**src/rtl/tpiu_frame_demux.sv**
```systemverilog
// CoreSight TPIU formatter decoder: turns synchronised 16-byte frames into an
// ID-tagged byte stream with a valid/ready handshake and two-deep frame buffering.
module tpiu_frame_demux #(
    parameter int SYNC_STAGES = 2,
    parameter bit DROP_NULL   = 1'b1
) (
    input  logic         clk,
    input  logic         rst,
    input  logic         PkAvail,
    input  logic [127:0] Packet,
    output logic         DataVal,
    input  logic         DataReady,
    output logic [7:0]   DataByte,
    output logic [6:0]   DataStream,
    output logic [7:0]   OverflowCnt,
    output logic         Busy
);
    localparam int SS = (SYNC_STAGES < 2) ? 2 : SYNC_STAGES;

    typedef enum logic [1:0] {IDLE, DECODE, OUT} state_t;

    state_t         state;
    logic [SS-1:0]  sync;
    logic           sync_q;
    logic           frame_edge;
    logic [127:0]   work;
    logic [127:0]   hold;
    logic           hold_full;
    logic [3:0]     ptr;
    logic [6:0]     cur_id;
    logic [6:0]     pend_id;
    logic           pend_vld;

    logic [7:0]     slot;
    logic [7:0]     aux;
    logic           aux_bit;
    logic           is_id;
    logic           drop;
    logic           last;
    logic           done;
    logic           work_free;
    logic [7:0]     data;

    assign frame_edge = sync[SS-1] & ~sync_q;

    assign slot    = work[{ptr, 3'b000} +: 8];
    assign aux     = work[127:120];
    assign aux_bit = aux[ptr[3:1]];
    assign is_id   = ~ptr[0] & slot[0];
    assign data    = ptr[0] ? slot : {slot[7:1], aux_bit};
    assign drop    = DROP_NULL && ((cur_id == 7'h00) || (cur_id == 7'h7F));
    assign last    = (ptr == 4'd14);

    // Slot 14 finishing frees the work register in the same cycle so hold can refill it.
    assign done      = ((state == DECODE) && (is_id || drop) && last)
                     || ((state == OUT) && DataReady && last);
    assign work_free = (state == IDLE) || done;

    assign Busy = (state != IDLE) || hold_full;

    always_ff @(posedge clk or negedge rst) begin
        if (!rst) begin
            state       <= IDLE;
            sync        <= '0;
            sync_q      <= 1'b0;
            work        <= '0;
            hold        <= '0;
            hold_full   <= 1'b0;
            ptr         <= 4'd0;
            cur_id      <= 7'h00;
            pend_id     <= 7'h00;
            pend_vld    <= 1'b0;
            DataVal     <= 1'b0;
            DataByte    <= 8'h00;
            DataStream  <= 7'h00;
            OverflowCnt <= 8'h00;
        end else begin
            sync   <= {sync[SS-2:0], PkAvail};
            sync_q <= sync[SS-1];

            case (state)
                DECODE: begin
                    if (is_id) begin
                        // A delayed change waits for the odd slot that follows it.
                        if (aux_bit && !last) begin
                            pend_vld <= 1'b1;
                            pend_id  <= slot[7:1];
                        end else begin
                            cur_id <= slot[7:1];
                        end
                        ptr <= ptr + 4'd1;
                    end else if (drop) begin
                        if (pend_vld) begin
                            cur_id   <= pend_id;
                            pend_vld <= 1'b0;
                        end
                        ptr <= ptr + 4'd1;
                    end else begin
                        DataVal    <= 1'b1;
                        DataByte   <= data;
                        DataStream <= cur_id;
                        state      <= OUT;
                    end
                end
                OUT: begin
                    if (DataReady) begin
                        DataVal <= 1'b0;
                        if (pend_vld) begin
                            cur_id   <= pend_id;
                            pend_vld <= 1'b0;
                        end
                        ptr   <= ptr + 4'd1;
                        state <= DECODE;
                    end
                end
                default: ;
            endcase

            // Frame movement overrides the walk when the work register frees up.
            if (work_free) begin
                if (hold_full) begin
                    work  <= hold;
                    ptr   <= 4'd0;
                    state <= DECODE;
                    if (frame_edge) hold <= Packet;
                    else            hold_full <= 1'b0;
                end else if (frame_edge) begin
                    work  <= Packet;
                    ptr   <= 4'd0;
                    state <= DECODE;
                end else if (done) begin
                    state <= IDLE;
                end
            end else if (frame_edge) begin
                if (hold_full) begin
                    if (OverflowCnt != 8'hFF) OverflowCnt <= OverflowCnt + 8'd1;
                end else begin
                    hold      <= Packet;
                    hold_full <= 1'b1;
                end
            end
        end
    end
endmodule

```
**config.mk**
```make
export PLATFORM = sky130hd
export DESIGN_NAME = tpiu_frame_demux
export DESIGN_NICKNAME = d
export VERILOG_FILES = /design/src/rtl/tpiu_frame_demux.sv
export SDC_FILE = /design/constraint.sdc
export NUM_CORES = 1
export LEC_CHECK = 0
export BUFFER_PORTS_ARGS = -buffer_cell sky130_fd_sc_hd__buf_2
export CAP_MARGIN = 5
export CORE_ASPECT_RATIO = 0.75
export CORE_UTILIZATION = 41
export DETAILED_ROUTE_END_ITERATION = 16
export PLACE_DENSITY = 0.62
export REMOVE_ABC_BUFFERS = 1
export SLEW_MARGIN = 20
export SYNTH_ARGS = -nofsm -noshare
export SYNTH_HDL_FRONTEND = slang
export SYNTH_SLANG_ARGS = --single-unit
```
**constraint.sdc**
```tcl
create_clock -name clk -period 5.25 [get_ports clk]
set_input_delay 0.525 -clock clk [delete_from_list [all_inputs] [get_ports clk]]
set_output_delay 0.525 -clock clk [all_outputs]
set_load 0.05 [all_outputs]
```
### Yosys cells after proc, flatten, opt, wreduce, memory -nomap -nowiden

Cells that the tools add are included.

| word-level totals | value |
|---|---|
| output and inout port bits | 25 |
| register bits | 305 |
| logic and storage cells | 106 |
| input port bits | 132 |

| cells by class | value |
|---|---|
| equal/unequal tests | 14 |
| shift operators | 1 |
| $lt $le $gt $ge | 1 |
| multiplexer cells | 42 |
| add/subtract/negate cells | 2 |
| bitwise operators | 7 |
| reduce and logical (&&, ||, !) cells | 25 |

Operators with widths:

| cell | count |
|---|---|
| 2-to-1 mux 128 bit | 6 |
| variable part select 128 x 8 -> 8 bit | 1 |
| 2-to-1 mux 7 bit | 5 |
| 2-to-1 mux 4 bit | 6 |
| AND reduction 4 bit | 5 |
| 2-to-1 mux 2 bit | 7 |
| case mux 7 bit (2 select lines) | 1 |
| 2-to-1 mux 1 bit | 12 |
| inequality test 2 bit, second input constant | 5 |
| adder 8 x 1 -> 8 bit, second input constant | 1 |
| inequality test 8 bit, second input constant | 1 |
| case mux 4 bit (2 select lines) | 1 |
| nonzero test 2 bit | 4 |
| equality test 7 bit, second input constant | 1 |
| logical NOT 7 bit | 1 |
| inequality test 3 bit, second input constant | 2 |
| AND reduction 3 bit | 2 |
| logical AND 1 bit | 5 |
| logical OR 1 bit | 5 |
| NOT 1 bit | 5 |
| adder 4 x 1 -> 4 bit, second input constant | 1 |
| equality test 4 bit, second input constant | 1 |
| < comparator 3 x 4 -> 1 bit, second input constant | 1 |
| case mux 1 bit (2 select lines) | 2 |
| other kinds (10) | 11 |

### Logic depth before layout (Yosys ltp)

Gate-level depths: netlist of the first run.

| depth | value |
|---|---|
| depth after elaboration | 10 |
| depth in mapped cells | 14 |
| depth with buffers taken out | 8 |

### Worst setup path after synthesis of the first run

OpenSTA, ideal clock, no wires.

| timing path | value |
|---|---|
| path kind | register -> register |
| start | register ptr[0] |
| end | register hold[100] |
| clock period less this slack | 2.913 ns |
| required time | 5.123 ns |
| library setup time | 0.127 ns |
| cell stages (with the launch flop) | 15 |
| data arrival time | 2.786 ns |
| buffers on the path | 6 |
| path slack | 2.337 ns |
| cells stage by stage | dfrtp_1 -> buf_4 -> buf_6 -> buf_2 -> buf_2 -> inv_1 -> ha_1 -> and3_1 -> o21a_1 -> nor2_1 -> a31oi_1 -> o221ai_2 -> buf_12 -> buf_12 -> mux2_1 |

| between the ends | value |
|---|---|
| longest elaborated chain between the ends | 9 |
| elaborated cells between the ends (all ways) | 15 |
| classes of those cells | eq/ne (3); shift (1); mux (1); bitwise (2); reduce/logical (8) |

Ends and longest elaborated chain:

| what | RTL line | source |
|---|---|---|
| start: declaration | 29 | `logic [3:0] ptr;` |
| start signal: assignment | 91 | `ptr <= ptr + 4'd1;` |
| start signal: assignment | 97 | `ptr <= ptr + 4'd1;` |
| start signal: assignment | 112 | `ptr <= ptr + 4'd1;` |
| variable part select 128 x 8 -> 8 bit or NOT 1 bit (tied branches) | 46, 49 |  |
| AND 1 bit | 49 | `assign is_id = ~ptr[0] & slot[0];` |
| logical OR 1 bit | 55 | `assign done = ((state == DECODE) && (is_id \|\| drop) && last)` |
| logical AND 1 bit (2 in series) | 55 |  |
| logical OR 1 bit * | 56 | `\|\| ((state == OUT) && DataReady && last);` |
| logical OR 1 bit * | 57 | `assign work_free = (state == IDLE) \|\| done;` |
| inequality test 2 x 1 -> 1 bit (no line), or another cell as far along | n/a |  |
| AND reduction 4 bit (no line) | n/a |  |
| end signal: assignment | 125 | `if (frame_edge) hold <= Packet;` |
| end signal: assignment | 138 | `hold <= Packet;` |
| end: declaration | 27 | `logic [127:0] hold;` |

Mark *: on every way between the ends. The rest lies on a longest branch, timed or not.
A chain may end at the register's enable or synchronous reset.

### Final worst setup path of the first run

| timing path | value |
|---|---|
| start | register ptr[0] |
| end | register hold[112] |

Same word-level chain as after synthesis.

==> qor.yml, run 1 <==
synth:
  yosysSeqAreaShare: 0.531
  synthFlopType: "dfrtp_1"
  ys_ff_latch: 305
  yosys_warnings: 0
  netlist_area_um2: 14400
  synth_edf_count: 0
  syn_avg_cell_area_um2: 12.0
  ys_types: 60
  synthCells: 1194
  async_flop_share: 1.00
clock_tree:
  htree_levels: 1
  clkLatencyLatePin_ps: 570
  cts_tree: "yes"
  ctsHoldBuffers: 0
  cts_buffer_depth: 3
  cts_sinks: 305
  post_cts_buffers: 0
  cts_root_buf: "clkbuf_16"
  cts_resized: 0
  cts.reportedPaths.clkPinSlew_ps: 60
  numCtsBuffers: 31
timing:
  max_slew_margin: 0.315
  period_minus_slack_ps: 4080
  skew_ps: 10.5
  tightest_slew_ps: 1020
  drv_slew: 0
  grt_setup_unrepaired: "false"
  period_share: 0.776
  fmax_mhz: 245
  tns_ps: 0
  hold_viol: 0
  finalSetupViolCount: 0
power_and_ir_drop:
  power_frac_comb: 0.395
  switchingPower_mw: 4.11
  switching_share: 0.380
  powerDensity_nw_per_um2: 662
  ir_drop_mv: 0.507
  clkPwrFrac: 0.208
  p_seq_frac: 0.398
  p_int_mw: 6.73
  power.leakage_nw: 7.03
setup_path:
  r2r_start: "ptr[0]"
  worstPathRequired_ps: 5700
  end_kind: "flop"
  critical_path.startpoint_type: "flop"
  crit_type: "reg -> reg"
  crit_fanout: 69
  setup.worst_path.start: "ptr[0]"
  arrival_ps: 4530
routing:
  dr.pass1.iters: 7
  wirelength_um: 32100
  vias_per_cell: 5.28
  vias: 9439
  ant_nets: 0
  drtIter0Drc: 597
  drcViolationCount: 0
  wl_per_cell_um: 18.0
floorplanning:
  die_y_um: 164
  die_w_um: 218
  core.rowCount: 58
  die_area_um2: 35800
  start_util: 0.422
  io_pins: 157
  coreArea_um2: 34000
grt:
  gr-total-overflow: 0
  grt_pass1_wl_um: 51500
  grt_max_degree: 137
  gr-usage-all-layers: 0.182
  grt_pass1_vias: 9281
  antenna_found_initial: 2
finish:
  fin_nets: 1452
  area_growth_pct: 13.9
  design_area_um2: 16400
  drive_above_1_share: 0.215
job:
  drv_cap: 0
placed_design:
  dp_hpwl_um: 21200
  io_buffers: 156
  place_area_um2: 15300
  routabilityCongestion: 0.868
status:
  status: "complete, no violations"
hold_path:
  hold_path_class: "in -> async"
-- path summary, 6_finish.rpt --
check | end | slack, ps | cells after the start
max | hold[112] | 1170 | 7
min | work[34] | 70 | 1
max reg2reg | hold[112] | 1170 | 7
min reg2reg | sync[1] | 350 | 0
max in group asynchronous | hold[105] | 4060 | 2
min in group clk | sync[0] | 70 | 1
-- per-stage QoR --
stage / power [mW] / hold slack (ps) / setup slack [ps] / utilization / instances
after floorplan: 7.71 / 229 / -7780 / - / 1114
after global placement: 8.55 / 340 / 1230 / 0.451 / 1731
after detailed placement: 8.68 / 346 / 1160 / 0.451 / 1731
after CTS: 11.0 / 39.0 / 1110 / 0.481 / 1786
after global routing: 11.7 / 50.2 / 898 / 0.481 / 1786
final: 10.8 / 65.8 / 1170 / 0.481 / 1788
-- critical path: stages, from the launching register on --
cell       delay [ps]
dfrtp_2           860
mux2_2            300
a2bb2oi_2         200
nand4_1           610
a31o_2            520
o221ai_4          180
buf_4             750
mux2_2            410
-- cell type report --
type	instances	area, um^2
Antenna cell	2	5.00
Fill cell	3102	17700
Inverter	16	60.1
Sequential cell	305	7640
Clock buffer	37	818
Timing Repair Buffer	167	936
Tap cell	450	563
Multi-Input combinational cell	793	6140
Clock inverter	18	214
-- per-layer routing --
layer  part of all wire  GRT usage  routed length (um)  up-vias
li1                   -          -                   -     4530
met1               0.51      0.280               16300     4678
met2               0.43      0.264               13700      189
met3              0.050     0.0370                1600       40
met4              0.016     0.0350                 512        2
met5            0.00025          0                   8        -
-- power groups by stage --
stage                     Sequential (mW)  Clock [mW]  Combinational [mW]
after global routing                 4.48        2.41                4.76
after floorplan                      4.50           0                3.21
after detailed placement             4.36           0                4.32
after global placement               4.31           0                4.23
final                                4.31        2.25                4.28
after CTS                            4.33        2.31                4.33
-- synth_stat cells, drive strengths merged, types with 3 or more instances --
library cell | n | area share
or2 | 6 | 0.0026
o221ai | 5 | 0.0035
nor2b | 5 | 0.0022
nand3 | 9 | 0.0031
o31ai | 3 | 0.0016
nor3b | 3 | 0.0016
o22a | 4 | 0.0024
nor2 | 142 | 0.037
ha | 6 | 0.0052
a2111oi | 5 | 0.0030
o2bb2ai | 4 | 0.0024
nand4 | 3 | 0.0013
xor2 | 6 | 0.0037
a21oi | 140 | 0.049
inv | 16 | 0.0042
a31oi | 12 | 0.0052
nand2b | 11 | 0.0048
nor3 | 7 | 0.0024
nor4 | 4 | 0.0032
a211oi | 5 | 0.0026
mux2i | 143 | 0.10
o21ai | 22 | 0.0077
mux4 | 25 | 0.039
clkbuf | 32 | 0.0084
nand2 | 53 | 0.014
mux2 | 143 | 0.11
buf | 48 | 0.031
dfrtp | 305 | 0.53
-- kinds of logic after synthesis --
kind of cell	synth area share
simple gates	0.0769
buf+inv	0.0436
xor+xnor	0.00427
fa+ha+maj	0.00592
mux	0.251
compound gates	0.0876
flops	0.531
-- cell usage in the layout, fill, tap and decap left out, types with 4 or more instances in the layout --
cell / n
dfrtp_1: 302
mux2_2: 28
clkbuf_1: 4
buf_2: 155
xor2_1: 6
mux2i_1: 143
clkinvlp_4: 5
nand2b_1: 11
o2bb2ai_1: 4
o21ai_0: 20
nand2_1: 53
bufinv_16: 4
nor2_1: 142
mux2_1: 115
a21oi_1: 140
buf_12: 5
buf_4: 6
a31oi_1: 12
nor2b_1: 5
clkbuf_16: 31
nor3_1: 7
clkinv_2: 6
or2_2: 6
inv_1: 16
a2111oi_0: 5
mux4_2: 25
nand3_1: 9
o221ai_1: 4
o22a_1: 4
a211oi_1: 5
ha_1: 6
-- sequential cells by signal (all words and copies together) (netlist names), 2 cells and up --
name and flops:
pend_id 7, OverflowCnt 8, sync 2, work 128, state 2, ptr 4
DataByte 8, cur_id 7, hold 128, DataStream 7
No activity file was read; power rests on OpenSTA's default activity.
==> inputs of run 2 (changes only) <==
--- a/config.mk
+++ b/config.mk
@@ -5,12 +5,13 @@
 export SDC_FILE = /design/constraint.sdc
 export NUM_CORES = 1
 export LEC_CHECK = 0
+export ABC_AREA = 1
 export BUFFER_PORTS_ARGS = -buffer_cell sky130_fd_sc_hd__buf_2
 export CAP_MARGIN = 5
 export CORE_ASPECT_RATIO = 0.75
 export CORE_UTILIZATION = 41
 export DETAILED_ROUTE_END_ITERATION = 16
-export PLACE_DENSITY = 0.62
+export PLACE_DENSITY = 0.64
 export REMOVE_ABC_BUFFERS = 1
 export SLEW_MARGIN = 20
 export SYNTH_ARGS = -nofsm -noshare
==> constraint.sdc (replaced) <==
create_clock -name clk -period 3.3 [get_ports clk]
set_input_delay 0.33 -clock clk [delete_from_list [all_inputs] [get_ports clk]]
set_output_delay 0.33 -clock clk [all_outputs]
set_load 0.05 [all_outputs]
==> qor.yml, run 2 <==
status:
  status: "complete, no violations"
setup_path:
  rrSetupSlack_ps: 450  # -720 ps
  crit_fanout: 25  # -64%
  worstPathRequired_ps: 3780  # -1920 ps
  crit_type: "reg -> reg"
  r2r_cells: 10  # +3
  setup.worst_path.start: "ptr[1]"
  r2r_start: "ptr[1]"
  arrival_ps: 3330  # -1200 ps
  critical_path.startpoint_type: "flop"
  reg2reg_to: "cur_id[5]"
  end_kind: "flop"
timing:
  tightest_slew_ps: 1110  # +88.1 ps
  fmax_mhz: 351  # +43%
  hold_viol: 0  # unchanged
  period_share: 0.863  # +0.0869
  grt_setup_unrepaired: "false"
  period_minus_slack_ps: 2850  # -1230 ps
  fin_ws_ps: 451  # -723 ps
  finalSetupViolCount: 0  # unchanged
  drv_slew: 0  # unchanged
  skew_ps: 14.4  # +3.94 ps
  max_slew_margin: 0.261  # -0.0542
routing:
  drcViolationCount: 0  # unchanged
  dr.pass1.iters: 5  # -2
  vias_per_cell: 5.43  # +2.9%
  vias: 12200  # +29%
  drtIter0Drc: 1095  # +83%
  wl_per_cell_um: 17.4  # -2.9%
  ant_nets: 0  # unchanged
  wirelength_um: 39100  # +22%
power_and_ir_drop:
  ir_drop_mv: 0.917  # +81%
  powerDensity_nw_per_um2: 973  # +47%
  power.leakage_nw: 8.40  # +19%
finish:
  diodes: 0  # -2
  top_regs: "hold (128), work (128)"
  nFillCells: 3460  # +12%
  area_growth_pct: 13.9  # about the same
  fin_util: 0.477  # -0.00450
  drive_above_1_share: 0.172  # -0.0425
  fin_cells: 2241  # +25%
  mostFrequentLayoutCells: "nand2_1, dfrtp_1, buf_2, o21ai_0, nand4_1"
  final_common_cell: "nand2_1"
  fin_nets: 1892  # +30%
hold_path:
  holdCritStartpoint: "Packet[48]"
  hold_path_class: "in -> reg"
  hold-path-endpoint: "hold[48]"
  whs_path_depth: 3
clock_tree:
  clkLatencyLatePin_ps: 580  # about the same
  cts_sinks: 305  # unchanged
  cts_root_buf: "clkbuf_16"
  cts_tree: "yes"
  htree_levels: 1  # unchanged
  cts.reportedPaths.clkPinSlew_ps: 60  # about the same
  post_cts_buffers: 0  # unchanged
  cts_buffer_depth: 3  # unchanged
  numCtsBuffers: 31  # unchanged
synth:
  synth_top_area_cell: "dfrtp_1"
  synth_area_leaders: "dfrtp_1, nand2_1, mux2i_1, nand4_1, o21ai_0"
  synthCells: 1654  # +39%
  syn_avg_cell_area_um2: 9.12  # -24%
  synthFlopType: "dfrtp_1"
  yosysSeqAreaShare: 0.506  # -0.0249
  ys_ff_latch: 305  # unchanged
  yosys_warnings: 0  # unchanged
  synth_edf_count: 0  # unchanged
  netlist_area_um2: 15100  # +4.9%
  async_flop_share: 1.00  # unchanged
  yosys-top-cells-count: "nand2_1, dfrtp_1, o21ai_0"
  ys_types: 33  # -45%
  yosysMostFrequentCell: "nand2_1"
  synth_top_cell_area_share: 0.506  # -0.0249
grt:
  antenna_found_initial: 0  # -2
  gr-total-overflow: 0  # unchanged
  gr-usage-all-layers: 0.209  # +0.0267
  grt_pass1_wl_um: 63600  # +24%
  grt_pass1_vias: 11500  # +24%
  grt_max_degree: 130  # -5.1%
floorplanning:
  die_area_um2: 37600  # +4.9%
  coreArea_um2: 36000  # +5.9%
  start_util: 0.419  # -0.00381
  core.rowCount: 60  # +3.4%
  die_w_um: 223  # +2.4%
  die_y_um: 168  # +2.4%
  io_pins: 157  # unchanged
job:
  drv_cap: 0  # unchanged
placed_design:
  dp_cells: 2171  # +25%
  io_buffers: 156  # unchanged
  post-place-ws_ps: 485  # -674 ps
  dp_hpwl_um: 24400  # +15%
  routabilityCongestion: 0.841  # -3.0%
## run 2: cell count changes in the layout (fill, tap and decap cells not counted), moves of 25 or more
cell,before,now
mux2_1,115,0
o21ai_2,0,60
nand2_1,53,482
mux4_2,25,0
nor2_1,142,77
mux2_2,28,0
inv_1,16,47
nand4_1,3,138
o21ai_0,20,143
a21oi_1,140,7
## run 2: routing by layer
metal,global-route usage,share of wire,up-vias
li1,-,-,5865
met1,0.322,0.50,5921
met2,0.311,0.44,336
met3,0.0311,0.051,46
met4,0.0372,0.014,0
met5,0,0,-
## run 2: cell families (layout without fill, tap and decap cells)
group                    after synthesis  count (layout)  share of synthesized area
AO/OA/AOI/OAI                        285             285                      0.120
XOR/XNOR                               8               8                    0.00465
adder cells (fa/ha/maj)                6               6                    0.00498
buffers and inverters                182             304                     0.0666
flip-flops                           305             305                      0.506
multiplexers                         128             128                     0.0850
AND/OR/NAND/NOR                      740             740                      0.213
## run 2: cell type report
class	instances	area, um^2	share of cell area
multi-input combinational	1167	6470	0.377
clock inverter	9	77.6	0.00452
inverter	50	188	0.0109
sequential	305	7640	0.445
clock buffer	46	932	0.0543
tap	465	582	0.0339
timing repair buffer	199	1290	0.0751
## run 2: repair_timing
action,CTS,global route
resized for setup,0,0
hold buffers,15,0
setup endpoints to repair,0,0
endpoints found under the hold margin,104,0
## run 2: critical path, cell delays in order, from the launching register on
cell and delay [ps]:
dfrtp_1 350, clkinv_1 340, buf_4 380, o211ai_1 270, nand2_1 80, o21a_1 200, nand2_1 90, nor2_1 80
nor2_1 660, o211ai_1 160, o21ai_0 140
## run 2: how the worst max path moves through the flow
stage | cells after the start | end | slack, ps
final | 10 | cur_id[5] | 450
after global routing | 10 | cur_id[5] | 170
after CTS | 10 | cur_id[5] | 460
after detailed placement | 10 | cur_id[5] | 490
after global placement | 10 | cur_id[4] | 590
after floorplan | 5 | work[0] | -5690
## run 2: power breakdown
part | leakage, nW | switching, mW | internal [mW]
logic | 4.07 | 4.45 | 2.34
clock network | 0.494 | 1.51 | 2.01
registers | 3.84 | 0.978 | 5.42
total | 8.40 | 6.94 | 9.77
## run 2: metrics by stage
| stage | hold WS, ps | power (mW) | area [um^2] | setup TNS (ps) |
|---|---|---|---|---|
| finish | 23.6 | 16.7 | 17200 | 0 |
| detailed placement | 347 | 13.3 | 16000 | 0 |
| CTS | 0.973 | 16.8 | 17200 | 0 |
| global placement | 340 | 13.1 | 16000 | 0 |
| global route | 11.5 | 17.9 | 17200 | 0 |
| floorplan | 34.4 | 11.2 | 14300 | -1471550 |
==> inputs of run 3 (changes only) <==
--- a/config.mk
+++ b/config.mk
@@ -9,6 +9,7 @@
 export BUFFER_PORTS_ARGS = -buffer_cell sky130_fd_sc_hd__buf_2
 export CAP_MARGIN = 5
 export CORE_ASPECT_RATIO = 0.75
+export CORE_MARGIN = 8
 export CORE_UTILIZATION = 41
 export DETAILED_ROUTE_END_ITERATION = 16
 export PLACE_DENSITY = 0.64
==> qor.yml, run 3 (same netlist as run 2, synthesis figures left out) <==
timing:
  finalSetupViolCount: 0  # unchanged
  period_minus_slack_ps: 3000  # +153 ps
  drv_slew: 0  # unchanged
  max_slew_margin: 0.339  # +0.0785
  grt_setup_unrepaired: "false"
  whs_ps: 75.2  # +51.6 ps
  fin_ws_ps: 298  # -153 ps
  period_share: 0.910  # +0.0463
  tightest_slew_ps: 991  # -118 ps
  fmax_mhz: 333  # -5.1%
  hold_viol: 0  # unchanged
  skew_ps: 17.5  # +3.16 ps
finish:
  multiInputGateArea_um2: 6470  # unchanged
  register_area_um2: 7640  # about the same
  fin_nets: 1883  # -0.48%
  top_regs: "hold (128), work (128)"
  area_growth_pct: 13.2
  diodes: 0  # unchanged
  fin_cells: 2237  # -0.18%
  final_common_cell: "nand2_1"
  drive_above_1_share: 0.173  # +0.000507
  nFillCells: 3553  # +2.7%
  mostFrequentLayoutCells: "nand2_1, dfrtp_1, buf_2, o21ai_0, nand4_1"
status:
  status: "complete, no violations"
hold_path:
  holdCritStartpoint: "Packet[27]"
  hold_path_class: "in -> reg"
routing:
  wirelength_um: 40900  # +4.6%
  ant_nets: 0  # unchanged
  vias_per_cell: 5.43  # about the same
  vias: 12100  # -0.20%
  wl_per_cell_um: 18.3  # +4.8%
  drtIter0Drc: 1062  # -3.0%
  dr.pass1.iters: 5  # unchanged
  drcViolationCount: 0  # unchanged
power_and_ir_drop:
  power.leakage_nw: 8.36  # -0.50%
  finalPower_mw: 16.8  # +0.61%
  ir_drop_mv: 0.442  # -52%
  powerDensity_nw_per_um2: 985  # +1.2%
floorplanning:
  core.rowCount: 61  # +1.7%
  die_w_um: 237  # +6.3%
  coreArea_um2: 36600  # +1.7%
  start_util: 0.412  # -0.00686
  io_pins: 157  # unchanged
  die_y_um: 182  # +8.3%
  die_area_um2: 43200  # +15%
setup_path:
  crit_type: "reg -> reg"
  arrival_ps: 3450  # +120 ps
  end_kind: "flop"
  crit_fanout: 111  # +340%
  critical_path.startpoint_type: "flop"
  worstPathRequired_ps: 3750  # -30 ps
  r2r_start: "ptr[1]"
  setup.worst_path.start: "ptr[1]"
clock_tree:
  cts.reportedPaths.clkPinSlew_ps: 60  # about the same
  cts_buffer_depth: 3  # unchanged
  cts_sinks: 305  # unchanged
  clkLatencyLatePin_ps: 520  # -60 ps
  cts_tree: "yes"
  cts_resized: 0  # unchanged
  htree_levels: 2  # +1
  cts_root_buf: "clkbuf_16"
  post_cts_buffers: 0  # unchanged
  numCtsBuffers: 34  # +9.7%
  ctsHoldBuffers: 2  # -13
placed_design:
  dp_hpwl_um: 25600  # +5.0%
  dp_cells: 2179  # +0.37%
  routabilityCongestion: 0.806  # -4.2%
  post-place-ws_ps: 409  # -76.4 ps
  io_buffers: 156  # unchanged
grt:
  antenna_found_initial: 1  # +1
  grt_pass1_vias: 12000  # +4.2%
  gr-usage-all-layers: 0.187  # -0.0220
  gr-total-overflow: 0  # unchanged
  grt_max_degree: 132  # +1.5%
  grt_pass1_wl_um: 66300  # +4.2%
job:
  drv_cap: 0  # unchanged
-- run 3: cell count changes in the layout (fill, tap and decap cells not counted) --
| cell | delta |
|---|---|
| dlygate4sd3_1 | -13 |
| clkbuf_8 | -5 |
| clkbuf_1 | +4 |
| clkbuf_16 | +4 |
| buf_4 | +3 |
| clkinvlp_4 | -3 |
| buf_12 | -2 |
| dfrtp_1 | -1 |
| dfrtp_2 | +1 |
| inv_6 | +1 |
-- run 3: final timing paths --
path                             endpoint  slack, ps  depth (start not counted)
worst min-delay path             hold[27]         80                          3
worst min register to register    sync[1]        350                          0
worst max-delay path            hold[101]        300                         13
max in group asynchronous       work[108]       1870                          3
min in group asynchronous       cur_id[1]        440                          2
worst max register to register  hold[101]        300                         13
-- run 3: critical path, cell delays in order, from the launching register on --
cell and delay (ps):
dfrtp_2 610, clkinv_1 310, nand3_1 160, nand3_1 100, nand3_1 90, nand2_1 130
nand3_1 130, nand2_2 90, nand2_4 120, nand2_4 80, nand2_4 230, buf_12 400
nand4_1 180, nand2_1 110
-- run 3: area by class of cell --
class | count | area share
Clock buffer | 49 | 0.0573
Clock inverter | 7 | 0.00374
Inverter | 50 | 0.0110
Multi-Input combinational cell | 1167 | 0.379
Sequential cell | 305 | 0.448
Tap cell | 472 | 0.0346
Timing Repair Buffer | 187 | 0.0669
-- run 3: metal layers --
metal	vias up	track usage	wire length, um
met1	5898	0.271	19200
met5	-	0	13
met2	344	0.285	18400
met3	60	0.0383	2520
li1	5840	-	-
met4	2	0.0427	708
-- run 3: metrics by stage --
| step | cell area, um^2 | setup TNS (ps) | utilization |
|---|---|---|---|
| 5_1_grt | 17100 | 0 | 0.466 |
| 3_5_place_dp | 16000 | 0 | 0.437 |
| 6_report | 17100 | 0 | 0.466 |
| 4_1_cts | 17100 | 0 | 0.466 |
| 2_1_floorplan | 14300 | -1471550 | - |
| 3_3_place_gp | 16000 | 0 | 0.437 |
-- run 3: where the power goes --
| group | switching (mW) | leakage [nW] | internal [mW] |
|---|---|---|---|
| Sequential | 0.980 | 3.84 | 5.42 |
| Combinational | 4.49 | 4.00 | 2.29 |
| Clock | 1.50 | 0.516 | 2.13 |
